<file path="src/rtl/uart_rx_if.sv">
// uart_rx_if: serial line, consumer acknowledge and received-byte status.
// master = line driver / byte consumer, slave = receiver.
interface uart_rx_if;
  logic       rx;
  logic       clr_rdy;
  logic [7:0] rx_data;
  logic       rdy;
  logic       frm_err;

  modport master (
    output rx, clr_rdy,
    input  rx_data, rdy, frm_err
  );

  modport slave (
    input  rx, clr_rdy,
    output rx_data, rdy, frm_err
  );
endinterface

</file>
<file path="src/rtl/uart_rx.sv">
// uart_rx: 8N1 receiver with mid-bit sampling and sticky rdy flag.
// Optional stop-bit checking: define UART_RX_FRAMING_CHECK_EN.
module uart_rx #(
  parameter logic [11:0] BAUD_CNT = 12'hA2D
) (
  input logic      clk,
  input logic      rst_n,
  uart_rx_if.slave bus
);

  typedef enum logic {IDLE, RECEIVE} state_t;

  localparam logic [11:0] HALF = BAUD_CNT >> 1;
  localparam logic [11:0] RELOAD = BAUD_CNT - 12'd1;

  state_t      state, state_nx;
  logic        sync1, sync2, prev;
  logic [11:0] baud_cnt;
  logic [3:0]  bit_cnt;
  logic [9:0]  shreg;
  logic        fall, tick;
  logic        start, done, load;
  logic        unused_bits;

  assign fall = prev & ~sync2;
  assign tick = (baud_cnt == 12'd0);
  assign unused_bits = ^shreg[1:0];

  // line synchronizer and edge-detect history, idle-high at reset
  always_ff @(posedge clk or negedge rst_n) begin
    if (!rst_n) begin
      sync1 <= 1'b1;
      sync2 <= 1'b1;
      prev  <= 1'b1;
    end else begin
      sync1 <= bus.rx;
      sync2 <= sync1;
      prev  <= sync2;
    end
  end

  // state register
  always_ff @(posedge clk or negedge rst_n) begin
    if (!rst_n) state <= IDLE;
    else        state <= state_nx;
  end

  // next state and frame strobes
  always_comb begin
    state_nx = state;
    start    = 1'b0;
    done     = 1'b0;
    unique case (state)
      IDLE: begin
        if (fall) begin
          start    = 1'b1;
          state_nx = RECEIVE;
        end
      end
      RECEIVE: begin
        if (tick) begin
          if (bit_cnt == 4'd0 && sync2) begin
            state_nx = IDLE;
          end else if (bit_cnt == 4'd9) begin
            done     = 1'b1;
            state_nx = IDLE;
          end
        end
      end
      default: state_nx = IDLE;
    endcase
  end

  // baud timing, bit counting and sample shifting
  always_ff @(posedge clk or negedge rst_n) begin
    if (!rst_n) begin
      baud_cnt <= 12'd0;
      bit_cnt  <= 4'd0;
      shreg    <= 10'd0;
    end else if (start) begin
      baud_cnt <= HALF;
      bit_cnt  <= 4'd0;
    end else if (state == RECEIVE) begin
      if (tick) begin
        baud_cnt <= RELOAD;
        bit_cnt  <= bit_cnt + 4'd1;
        shreg    <= {sync2, shreg[9:1]};
      end else begin
        baud_cnt <= baud_cnt - 12'd1;
      end
    end
  end

`ifdef UART_RX_FRAMING_CHECK_EN
  assign load = done & sync2;

  // framing error flag: set on a low stop bit, cleared by a good frame
  always_ff @(posedge clk or negedge rst_n) begin
    if (!rst_n)             bus.frm_err <= 1'b0;
    else if (load)          bus.frm_err <= 1'b0;
    else if (done & ~sync2) bus.frm_err <= 1'b1;
  end
`else
  assign load = done;
  assign bus.frm_err = 1'b0;
`endif

  // received byte and sticky ready; a new byte beats a same-cycle clear
  always_ff @(posedge clk or negedge rst_n) begin
    if (!rst_n) begin
      bus.rx_data <= 8'h00;
      bus.rdy     <= 1'b0;
    end else begin
      if (load) bus.rx_data <= shreg[9:2];
      if (load)                      bus.rdy <= 1'b1;
      else if (bus.clr_rdy || start) bus.rdy <= 1'b0;
    end
  end

endmodule

</file>
<file path="src/flat_wrapper.sv">
// flat-port wrapper written by rule: the top's interface ports become plain ports
module uart_rx_flat 
#(
  parameter logic [11:0] BAUD_CNT = 12'hA2D
)
  (clk, rst_n, bus_rx, bus_clr_rdy, bus_rx_data, bus_rdy, bus_frm_err);
  uart_rx_if bus_i ();
  input logic clk;
  input logic rst_n;
  input wire logic [$bits(bus_i.rx)-1:0] bus_rx;
  input wire logic [$bits(bus_i.clr_rdy)-1:0] bus_clr_rdy;
  output wire logic [$bits(bus_i.rx_data)-1:0] bus_rx_data;
  output wire logic [$bits(bus_i.rdy)-1:0] bus_rdy;
  output wire logic [$bits(bus_i.frm_err)-1:0] bus_frm_err;
  assign bus_i.rx = bus_rx;
  assign bus_i.clr_rdy = bus_clr_rdy;
  assign bus_rx_data = bus_i.rx_data;
  assign bus_rdy = bus_i.rdy;
  assign bus_frm_err = bus_i.frm_err;
  uart_rx #(.BAUD_CNT(BAUD_CNT)) u_core (.clk(clk), .rst_n(rst_n), .bus(bus_i));
endmodule
</file>
<file path="config.mk">
export PLATFORM = sky130hd
export DESIGN_NAME = uart_rx_flat
export DESIGN_NICKNAME = d
export VERILOG_FILES = /design/src/rtl/uart_rx_if.sv /design/src/rtl/uart_rx.sv /design/src/flat_wrapper.sv
export SDC_FILE = /design/constraint.sdc
export NUM_CORES = 1
export LEC_CHECK = 0
export CAP_MARGIN = 20
export CORE_UTILIZATION = 60
export CTS_CLUSTER_SIZE = 24
export DETAILED_ROUTE_END_ITERATION = 7
export PLACE_DENSITY = 0.82
export SLEW_MARGIN = 20
export SYNTH_ARGS = -nofsm -noshare
export SYNTH_HDL_FRONTEND = slang
export SYNTH_SLANG_ARGS = --single-unit
</file>
<file path="constraint.sdc">
create_clock -name clk -period 4.7 [get_ports clk]
set_input_delay 0.94 -clock clk [delete_from_list [all_inputs] [get_ports clk]]
set_output_delay 0.94 -clock clk [all_outputs]
set_load 0.02 [all_outputs]
</file>
==> qor.yml, run 1 <==
grt_usage_pct: 24.4
reg2reg_depth: 3
synth-edff-count: 0
slew_headroom_pct: 45.0
grt_max_degree: 38
core_sq_mm: 0.00276
synthTopCellsByArea: "dfrtp_1 48%, mux2_2 10%, dfstp_2 4.5%, ha_1 3.6%, o21ai_0 3.4%"
worst_path_max_delay_cell: "clkdlybuf4s50_1"
ff_latch_area_sq_um: 930
std_cell_rows: 19
syn_inst: 154
port_buffers: 12
via_per_inst: 6.23
drive_above_1_share_pct: 22.6
wl_microns: 3380
clockBufferDepth: 2
multi_input_area_sq_um: 774
grt_pass1_wl_microns: 5820
clk_pin_slew_ps: 110
ys_seq_elements: 37
whs_ps: 367
syn_area_sq_mm: 0.00176
cts_tree: "yes"
wl_per_cell_microns: 17.0
arrival_ps: 1340
ant_nets: 0
critical_path_required_ps: 3760
min_from: "u_core.sync1"
crit_path_end_kind: "output pin"
timing.rr.end: "u_core.bus.rx_data[3]"
path_class: "reg2out"
cts.sinks: 37
postCtsSetupRepairBufs: 0
start_util_pct: 63.8
yosysWarnings: 0
cellPowerDensity_mw_per_mm2: 434
num_antenna_cells: 0
max_freq_mhz: 439
synthArstFlopShare_pct: 100
worstHoldPathType: "reg2reg"
grt_pass1_vias: 1277
place_congestion: 0.838
yosysUniqueCellTypes: 43
die_w_microns: 56.2
die_h_microns: 56.2
rsz0062_at_grt: "false"
drtIter0Drc: 60
avgSynthCellArea_sq_um: 11.4
die_area_sq_mm: 0.00315
cts_hold_buffers: 0
timing.rr.start: "u_core.state"
synth.top_cell.area_share_pct: 48.3
fillers: 195
reg2reg_slack_ps: 2450
slowest_delay_ps: 610
worstHoldPathCells: 0
finalCritPeriodShare_pct: 48.5
cts-root-buf: "clkbuf_4"
syn2layout_area_growth_pct: 12.6
design_area_sq_mm: 0.00198
whs_endpoint: "u_core.sync2"
synth_top_flop_cell: "dfrtp_1"
synth_fp_nets: 163
yosys.cell_count.top_type: "dfrtp_1"
cp_max_fo: 2
layout_min_cycle_time_ps: 2280
fin_skew_ps: 5.99
antenna_found_initial: 0
max_cap_violations: 0
synth_area_leader_cell: "dfrtp_1"
cts-resized-gates: 0
worstSetupStartpointType: "flop"
report.final.slew_viol_count: 0
status: "complete, no violations"
path_cells: "clkdlybuf4s50_1"
overflow: 0
drt_pass1_iterations: 4
via_count: 1239
cts-buffers-inserted: 5
dpl-instance-area_sq_mm: 0.00189
clk_latency_ps: 350
crit_buf_inv: 1
final.setup.tns_ps: 0
ioPinCount: 14
drc: 0
dp_hpwl_microns: 2250
worst_ir_drop_vdd_mv: 0.370
htreeDepth: 2
yosysSeqAreaShare_pct: 52.8
p_leak_nw: 0.881
critPathTopFamily: "buffers and inverters"
synth_common_cells: "34 x dfrtp_1, 16 x mux2_2, 15 x nand2_1"
setup_viol_count_final: 0
tightest_slew_ps: 822
finalNetCount: 176
hold_violations: 0
sequential cells by signal, summed over array words and instances, names as in the netlist:
| register | flops |
|---|---|
| u_core.shreg | 8 |
| u_core.baud_cnt | 12 |
| u_core.state | 1 |
| u_core.bus.rdy | 1 |
| u_core.sync2 | 1 |
| u_core.sync1 | 1 |
| u_core.bit_cnt | 4 |
| u_core.bus.rx_data | 8 |
| u_core.prev | 1 |
worst max-delay path by stage:
stage / depth (start not counted) / start / endpoint
final: 1 / u_core.bus.rdy / bus_rdy
after global routing: 4 / u_core.baud_cnt[8] / u_core.bus.rx_data[3]
after CTS: 1 / u_core.bus.rx_data[3] / bus_rx_data[3]
after detailed placement: 3 / u_core.state / u_core.bus.rx_data[3]
after global placement: 6 / u_core.baud_cnt[0] / u_core.bus.rx_data[7]
after floorplan: 6 / u_core.baud_cnt[0] / u_core.bus.rx_data[0]
stage by stage:
stage	setup slack [ps]	power (W)	instances	utilization [%]
after floorplan	2790	0.000576	154	-
after global placement	2570	0.000612	191	68.6
after detailed placement	2490	0.000623	191	68.6
after CTS	2410	0.000860	199	71.9
after global routing	2300	0.000904	199	71.9
final	2420	0.000860	199	71.9
layout make-up:
type	instances	share of cell area, %
clock inverters	2	1.89
clock buffers	6	2.59
repair buffers	13	6.44
inverters	6	1.14
well taps	31	1.96
multi-input cells	104	39.1
flip-flops and latches	37	46.9
cell usage in the layout, fill, tap and decap left out, drive strengths merged, types with 3 or more instances in the layout:
cell type	n
dfrtp	34
mux2	16
nand2	16
o21ai	12
clkdlybuf4s50	12
nor3	8
inv	6
a21oi	6
clkbuf	6
ha	5
nand3	5
nor2	3
dfstp	3
nor4	3
and3	3
report_power, final:
group | switching (W) | leakage [nW] | total, W | internal (W)
registers | 0.0000878 | 0.476 | 0.000461 | 0.000373
clock network | 0.000111 | 0.0445 | 0.000238 | 0.000126
logic | 0.0000804 | 0.360 | 0.000161 | 0.0000811
total | 0.000280 | 0.881 | 0.000860 | 0.000581
metal layers:
layer  global-route usage, %  up-vias  share of wire (%)
met1                    32.2      609                 45
met4                    13.6        0                2.5
met2                    37.9       34                 48
met3                    4.65       10                4.1
met5                       0        -                  0
li1                        -      586                  -
logic make-up after synthesis:
| group | after synthesis | synth area share, % |
|---|---|---|
| other | 1 | 0.213 |
| adders and majority gates | 5 | 3.55 |
| xor gates and xnor gates | 3 | 1.49 |
| DFF | 37 | 52.8 |
| buffers and inverters | 13 | 3.20 |
| and+or+nand+nor | 47 | 17.2 |
| muxes | 16 | 10.2 |
| AOI/OAI and AO/OA | 32 | 11.3 |
Power figures use the tool's default switching activity.
==> run 2, diff against run 1 <==
--- a/config.mk
+++ b/config.mk
@@ -6,10 +6,10 @@
 export NUM_CORES = 1
 export LEC_CHECK = 0
 export CAP_MARGIN = 20
-export CORE_UTILIZATION = 60
+export CORE_UTILIZATION = 57
 export CTS_CLUSTER_SIZE = 24
 export DETAILED_ROUTE_END_ITERATION = 7
-export PLACE_DENSITY = 0.82
+export PLACE_DENSITY = 0.78
 export SLEW_MARGIN = 20
 export SYNTH_ARGS = -nofsm -noshare
 export SYNTH_HDL_FRONTEND = slang
==> constraint.sdc (replaced) <==
create_clock -name clk -period 2.15 [get_ports clk]
set_input_delay 0.43 -clock clk [delete_from_list [all_inputs] [get_ports clk]]
set_output_delay 0.43 -clock clk [all_outputs]
set_load 0.02 [all_outputs]
==> run 2 against run 1 <==
Compared with the run above:
- the run now ends with design-rule violations left
- global-route usage decreased by 0.32 points
- first-iteration DRC count increased by 15%
- sequential share of layout area decreased by 0.84 points
- die area increased by 5.1%
- non-clock buffer count increased by 8
- critical path depth increased by 6
- worst setup slack got worse by 2300 ps
- register-to-register slack got worse by 2300 ps
- count of clock-buffer cells in the layout unchanged
==> qor.yml, run 2 (same netlist as run 1, synthesis figures left out) <==
clockBufferDepth: 2  # unchanged
postCtsSetupRepairBufs: 0  # unchanged
path_class: "reg2reg"
start_util_pct: 62.2  # -1.6 points
drc: 1  # +1
worstSetupStartpointType: "flop"
finalNetCount: 184  # +4.5%
std_cell_rows: 19  # unchanged
fillers: 207  # +6.2%
max_freq_mhz: 499
drt_pass1_iterations: 6  # +2
largest_registers: "u_core.baud_cnt: 12 flops, u_core.bus.rx_data: 8 flops, u_core.shreg: 8 flops"
report.final.slew_viol_count: 0  # unchanged
grt_pass1_vias: 1294  # +1.3%
die_h_microns: 57.6  # +2.5%
sw_frac_of_total_pct: 33.6  # +1.1 points
drtIter0Drc: 69  # +15%
overflow: 0  # unchanged
grt_max_degree: 38  # unchanged
p_switching_w: 0.000588  # +110%
drive_above_1_share_pct: 26.1  # +3.5 points
wl_microns: 3310  # -2.2%
cts-root-buf: "clkbuf_4"
status: "complete, but fails checks"
grt_pass1_wl_microns: 5860  # +0.72%
syn2layout_area_growth_pct: 14.6
cts-resized-gates: 0  # unchanged
clk_latency_ps: 350  # about the same
final.setup.tns_ps: 0  # unchanged
core_sq_mm: 0.00283  # +2.6%
fin_skew_ps: 6.57  # +0.584 ps
dp_hpwl_microns: 2410  # +6.8%
die_w_microns: 57.6  # +2.5%
die_area_sq_mm: 0.00331  # +5.1%
via_count: 1241  # +0.16%
rsz0062_at_grt: "false"
p_leak_nw: 0.916  # +4.0%
pwr-share-comb_pct: 20.6  # +1.8 points
power_frac_clock_pct: 22.4  # -5.2 points
crit_path_end_kind: "flop"
cellPowerDensity_mw_per_mm2: 868  # +100%
layout_min_cycle_time_ps: 2000
port_buffers: 12  # unchanged
cts.sinks: 37  # unchanged
ant_nets: 0  # unchanged
htreeDepth: 2  # unchanged
cp_max_fo: 9  # +7
violations: "design-rule violations"
cts-buffers-inserted: 5  # unchanged
p_seq_share_pct: 57.0  # +3.4 points
via_per_inst: 6.00  # -3.7%
max_cap_violations: 0  # unchanged
num_antenna_cells: 0  # unchanged
setup_viol_count_final: 0  # unchanged
worstHoldPathType: "reg2reg"
grt_usage_pct: 24.1  # -0.32 points
hold_violations: 0  # unchanged
worst_ir_drop_vdd_mv: 0.502  # +36%
cts_tree: "yes"
largest_reg_flops: 12  # unchanged
wl_per_cell_microns: 16.0  # -5.9%
critical_path_required_ps: 2390  # -1370 ps
place_congestion: 0.865  # +3.2%
whs_ps: 365  # -2.39 ps
p_int_w: 0.00116  # +100%
final_cell_mix: "34 x dfrtp_1, 16 x mux2_2, 15 x nand2_1"
clk_pin_slew_ps: 110  # about the same
layout_commonest_cell: "dfrtp_1"
cts_hold_buffers: 0  # unchanged
arrival_ps: 2240  # +900 ps
top_register: "u_core.baud_cnt"
ioPinCount: 14  # unchanged
antenna_found_initial: 0  # unchanged
finalCritPeriodShare_pct: 93.2
## run 2: cell count changes in the layout (fill, tap and decap cells not counted)
cell        delta
buf_4          +8
bufinv_16      -1
clkinv_2       +1
clkinv_4       +1
clkinvlp_4     -1
## run 2: per-stage QoR
stage               instance area [sq um]  cells  utilization, %  setup slack, ps  power, W
floorplan                            1760    154               -              241   0.00126
global placement                     1950    199            69.0              254   0.00135
detailed placement                   1950    199            69.0              182   0.00138
CTS                                  2020    207            71.3              148   0.00177
global route                         2020    207            71.3             2.06   0.00187
finish                               2020    207            71.3              145   0.00175
## run 2: worst max-delay path, cell delays in order, from the launching register on
cell and delay [ps]:
dfrtp_1 440, inv_1 100, ha_1 150, nor4b_4 270, nand3_2 190, nor4_4 170
buf_4 220, mux2_2 350
## run 2: layer usage
layer  vias to the layer above  GRT usage, %  share of wire (%)
met5                         -             0                  0
met4                         0          15.3                3.1
met3                        12          6.12                4.4
met2                        26          38.5                 49
met1                       609          28.9                 44
li1                        594             -                  -
## run 2: cell type report
class                   count  area, sq um  share of cell area [%]
repair buffers             21          188                    9.30
clock buffers               6         51.3                    2.54
inverters                   6         22.5                    1.12
flip-flops and latches     37          930                    46.1
well taps                  31         38.8                    1.92
multi-input cells         104          774                    38.4
clock inverters             2         13.8                   0.682
## run 2: power by group through the flow
stage / registers [W] / logic, W / clock network [W]
final: 0.000999 / 0.000361 / 0.000392
after detailed placement: 0.00101 / 0.000365 / 0
after floorplan: 0.000954 / 0.000304 / 0
after global routing: 0.00103 / 0.000418 / 0.000427
after CTS: 0.000998 / 0.000366 / 0.000406
after global placement: 0.00100 / 0.000345 / 0
## run 2: worst paths after layout
check,startpoint,cells past startpoint,to,slack [ps]
max in group asynchronous,rst_n,2,u_core.prev,1330
max,u_core.baud_cnt[0],7,u_core.bus.rx_data[3],150
min reg2reg,u_core.sync1,0,u_core.sync2,360
min in group asynchronous,rst_n,2,u_core.baud_cnt[0],480
min,u_core.sync1,0,u_core.sync2,360
max reg2reg,u_core.baud_cnt[0],7,u_core.bus.rx_data[3],150
==> RTL edit 1: new RTL, settings of run 2 <==
Build with the macro `UART_RX_FRAMING_CHECK_EN` defined.
--- a/src/rtl/uart_rx.sv
+++ b/src/rtl/uart_rx.sv
@@ -1,4 +1,6 @@
 // uart_rx: 8N1 receiver with mid-bit sampling and sticky rdy flag.
 // Optional stop-bit checking: define UART_RX_FRAMING_CHECK_EN.
+`define UART_RX_FRAMING_CHECK_EN
+
 module uart_rx #(
   parameter logic [11:0] BAUD_CNT = 12'hA2D
Formal check against the unedited RTL: same outputs for any inputs over 10 cycles, from zero or initial values and one cycle with rst_n low; that may be too few to reach the edited logic, so the function may still have changed.
==> RTL edit 1 against run 2 <==
The flow still finishes with violations (DRC). Worst setup slack got worse by 0.11 ns. Wire length grew 17%. Area after synthesis up 0.43%. Sequential cell count grew 1. Design area rose by 5.0%. Global-route usage is 1.9 points higher. Total power up 17%. Non-clock buffer count up 6. Largest power group unchanged. Highest routed layer unchanged.
==> RTL edit 1: results (changes against run 2) <==
Worst setup path
  • Critical Path Max Stage Delay: 0.56 ns (+0.12 ns)
  • Worst R2R End: u_core.baud_cnt[8]$_DFFE_PN0P_
  • Slowest CP cell: or4_4
  • Cell count of the worst reg-to-reg path: 5 (-2)
  • Worst reg-to-reg setup slack: 0.03 ns (-0.11 ns)

Pwr
  • Worst vdd ir: 713 uV (+42%)
  • Leak: 0.991 nW (+8.1%)
  • Net Sw Frac: 0.356 (+0.0204)

Drt
  • Vias: 1405 (+13%)
  • Drt wl/cell: 16.8 um (+5.2%)
  • Vias per inst: 6.08 (+1.5%)
  • WL met1: 1710 um (+18%)
  • DRC Markers: 1 (unchanged)

Placed design
  • DP HPWL: 2580 um (+7.3%)
  • RD Place Congestion: 0.882 (+2.0%)

Logic synthesis
  • Post-Synth Adder-Cell Area: 0.0354 (-0.000151)
  • XOR/XNOR share of the synthesized area: 0.00495 (-0.00997)
  • Synth area leaders: dfrtp_1 (50%), nand2_1 (7.4%), dfstp_2 (4.5%), mux2_1 (4.5%), ha_1 (3.5%)
  • Yosys reg bits: 38 (+2.7%)
  • Compound-cell area share of the yosys netlist: 0.0870 (-0.0260)

Outcome
  • Failing checks: DRC
  • Status: complete, but fails checks

GRT
  • Pin count of the biggest net entering global routing: 39 (+2.6%)
  • GR Util met1: 0.335 (+0.0460)

CTS
  • Post-CTS resize count: 1 (+1)

STA
  • Hold slack final: 0.157 ns (-0.208 ns)
==> RTL edit 1: cell count changes in the layout (fill, tap and decap cells not counted), sizes merged, moves of 6 or more <==
cell	before	now
nor3	8	2
mux2	16	9
nor2	3	9
nand2	16	35
buf	9	15
==> RTL edit 1: how the worst max path moves through the flow <==
stage	start	end	slack, ns	cells past startpoint
after global placement	u_core.baud_cnt[5]$_DFFE_PN0P_	u_core.baud_cnt[8]$_DFFE_PN0P_	0.1	5
final	u_core.baud_cnt[3]$_DFFE_PN0P_	u_core.baud_cnt[8]$_DFFE_PN0P_	0.03	5
after CTS	u_core.baud_cnt[4]$_DFFE_PN0P_	u_core.baud_cnt[8]$_DFFE_PN0P_	0.01	5
after floorplan	u_core.baud_cnt[10]$_DFFE_PN0P_	u_core.bit_cnt[3]$_DFFE_PN0P_	0.02	6
after detailed placement	u_core.baud_cnt[10]$_DFFE_PN0P_	u_core.bit_cnt[3]$_DFFE_PN0P_	0.03	4
after global routing	u_core.baud_cnt[10]$_DFFE_PN0P_	u_core.baud_cnt[7]$_DFFE_PN0P_	-0.04	5
==> RTL edit 1: area by class of cell <==
type / count / area (sq um) / share of cell area
timing repair buffer: 27 / 234 / 0.110
clock inverter: 2 / 16.3 / 0.00767
clock buffer: 6 / 51.3 / 0.0242
tap: 31 / 38.8 / 0.0183
sequential: 38 / 955 / 0.450
inverter: 6 / 22.5 / 0.0106
multi-input combinational: 121 / 802 / 0.378
==> RTL edit 1: power groups by stage <==
stage / clock, W / combinational [W] / sequential (W)
floorplan: 0 / 0.000387 / 0.000938
global placement: 0 / 0.000550 / 0.000955
detailed placement: 0 / 0.000582 / 0.000963
CTS: 0.000422 / 0.000594 / 0.000953
global route: 0.000443 / 0.000751 / 0.000986
finish: 0.000410 / 0.000677 / 0.000968
==> RTL edit 2: new RTL, config.mk and constraints of run 2 <==
Without the edit above. Compare `bit_cnt` against `4'd9` with >= in place of ==.
--- a/src/rtl/uart_rx.sv
+++ b/src/rtl/uart_rx.sv
@@ -62,5 +62,5 @@
           if (bit_cnt == 4'd0 && sync2) begin
             state_nx = IDLE;
-          end else if (bit_cnt == 4'd9) begin
+          end else if (bit_cnt >= 4'd9) begin
             done     = 1'b1;
             state_nx = IDLE;
Check against the original RTL: no difference found for any inputs over 10 cycles, from zero or initial values and one cycle with rst_n low; that may be too few to reach the edited logic, so the function may still have changed.
==> RTL edit 2 against run 2 <==
The flow still finishes with violations (DRC). Sequential power about the same. Worst setup slack worse by 0.020 ns. Wire length down 0.45%. Critical path depth down 1. Total power up 8.5%. Utilization down 0.38 points. Clock power up 26%. Design area up 0.31%. Area after synthesis up 1.3%. Sequential cell count unchanged. Clock skew down 0.0010 ns. Highest routed layer unchanged.
==> RTL edit 2: results (changes against run 2) <==
Outcome
  • Status: complete, but fails checks
  • Failing checks: DRC

Drt
  • Vias: 1228 (-1.0%)
  • Drt wl/cell: 16.6 um (+3.5%)
  • DRC Markers: 1 (unchanged)
  • DRT iter0 DRCs: 68 (-1.4%)

Placed design
  • DP HPWL: 2390 um (-0.58%)
  • Placed insts: 191 (-4.0%)
  • Post-Place Cell Area: 0.00194 sq mm (-0.64%)
  • RD Place Congestion: 0.829 (-4.1%)

Pwr
  • Leak: 0.912 nW (-0.52%)
  • Worst vdd ir: 561 uV (+12%)
  • Internal power: 0.00125 W (+7.6%)

Logic synthesis
  • Seq/Total Area, Yosys: 0.521 (-0.00667)
  • Synth area leaders: dfrtp_1 (48%), mux2_2 (10%), dfstp_2 (4.4%), ha_1 (4.2%), o21ai_0 (2.5%)
  • Most frequent cells after synthesis: dfrtp_1 (34), mux2_2 (16), nand2_1 (10)
  • Syn nets: 159 (-2.5%)
  • Number of distinct library cells after synthesis: 44 (+2.3%)
  • Post-Synthesis Cells: 149 (-3.2%)

GRT
  • Met2 Usage GRT: 0.335 (-0.0504)
  • GRT Total Usage: 0.226 (-0.0143)
  • Vias in the first global route: 1180 (-8.8%)

Cells and area
  • Synthesis-to-layout area growth: 13.5%
  • Layout cells sized above 1: 0.238 (-0.0233)
  • Fillcell total: 205 (-0.97%)
  • Layout Nets: 177 (-3.8%)

Worst setup path
  • Critical path capture point: u_core.bus.rx_data[2]$_DFFE_PN0P_
  • Cell count of the worst reg-to-reg path: 6 (-1)
  • Worst EP arrival: 2.26 ns (+0.02 ns)

STA
  • Post-route setup slack: 0.125 ns (-0.0199 ns)
  • Layout Skew: 0.00552 ns (-0.00105 ns)
==> RTL edit 2: routing by layer <==
| layer | part of all wire | vias to the layer above |
|---|---|---|
| li1 | - | 577 |
| met1 | 0.46 | 607 |
| met2 | 0.47 | 37 |
| met3 | 0.052 | 7 |
| met4 | 0.011 | 0 |
| met5 | 0 | - |
==> RTL edit 2: area by class of cell <==
class,count,area share
Sequential cell,37,0.459
Multi-Input combinational cell,98,0.389
Timing Repair Buffer,16,0.0742
Clock inverter,3,0.0229
Tap cell,31,0.0192
Clock buffer,5,0.0185
Inverter,9,0.0167
==> RTL edit 2: power groups by stage <==
stage               Clock, W  Combinational (W)  Sequential (W)
finish              0.000492           0.000411        0.000998
floorplan                  0           0.000349        0.000956
CTS                 0.000497           0.000410        0.000995
global route        0.000525           0.000468         0.00102
global placement           0           0.000375         0.00100
detailed placement         0           0.000407         0.00101
==> RTL edit 2: critical path: stages, from the launching register on <==
cell	delay (ns)
dfrtp_1	0.45
inv_1	0.12
ha_1	0.17
nor4b_4	0.31
nand4_4	0.19
nor2_4	0.31
mux2_2	0.37
==> RTL edit 2: cells by family after synthesis <==
group / count (synthesis) / synth area share
DFF: 37 / 0.521
adders and majority gates: 6 / 0.0421
xor gates and xnor gates: 3 / 0.0147
and+or+nand+nor: 40 / 0.164
other: 1 / 0.00210
buffers and inverters: 14 / 0.0365
AOI/OAI and AO/OA: 31 / 0.113
muxes: 17 / 0.107
==> RTL edit 2: per-stage QoR <==
step,power (W),hold slack (ns)
after floorplan,0.00131,0.134
after global placement,0.00137,0.348
after detailed placement,0.00142,0.350
after CTS,0.00190,0.367
after global routing,0.00201,0.371
final,0.00190,0.366
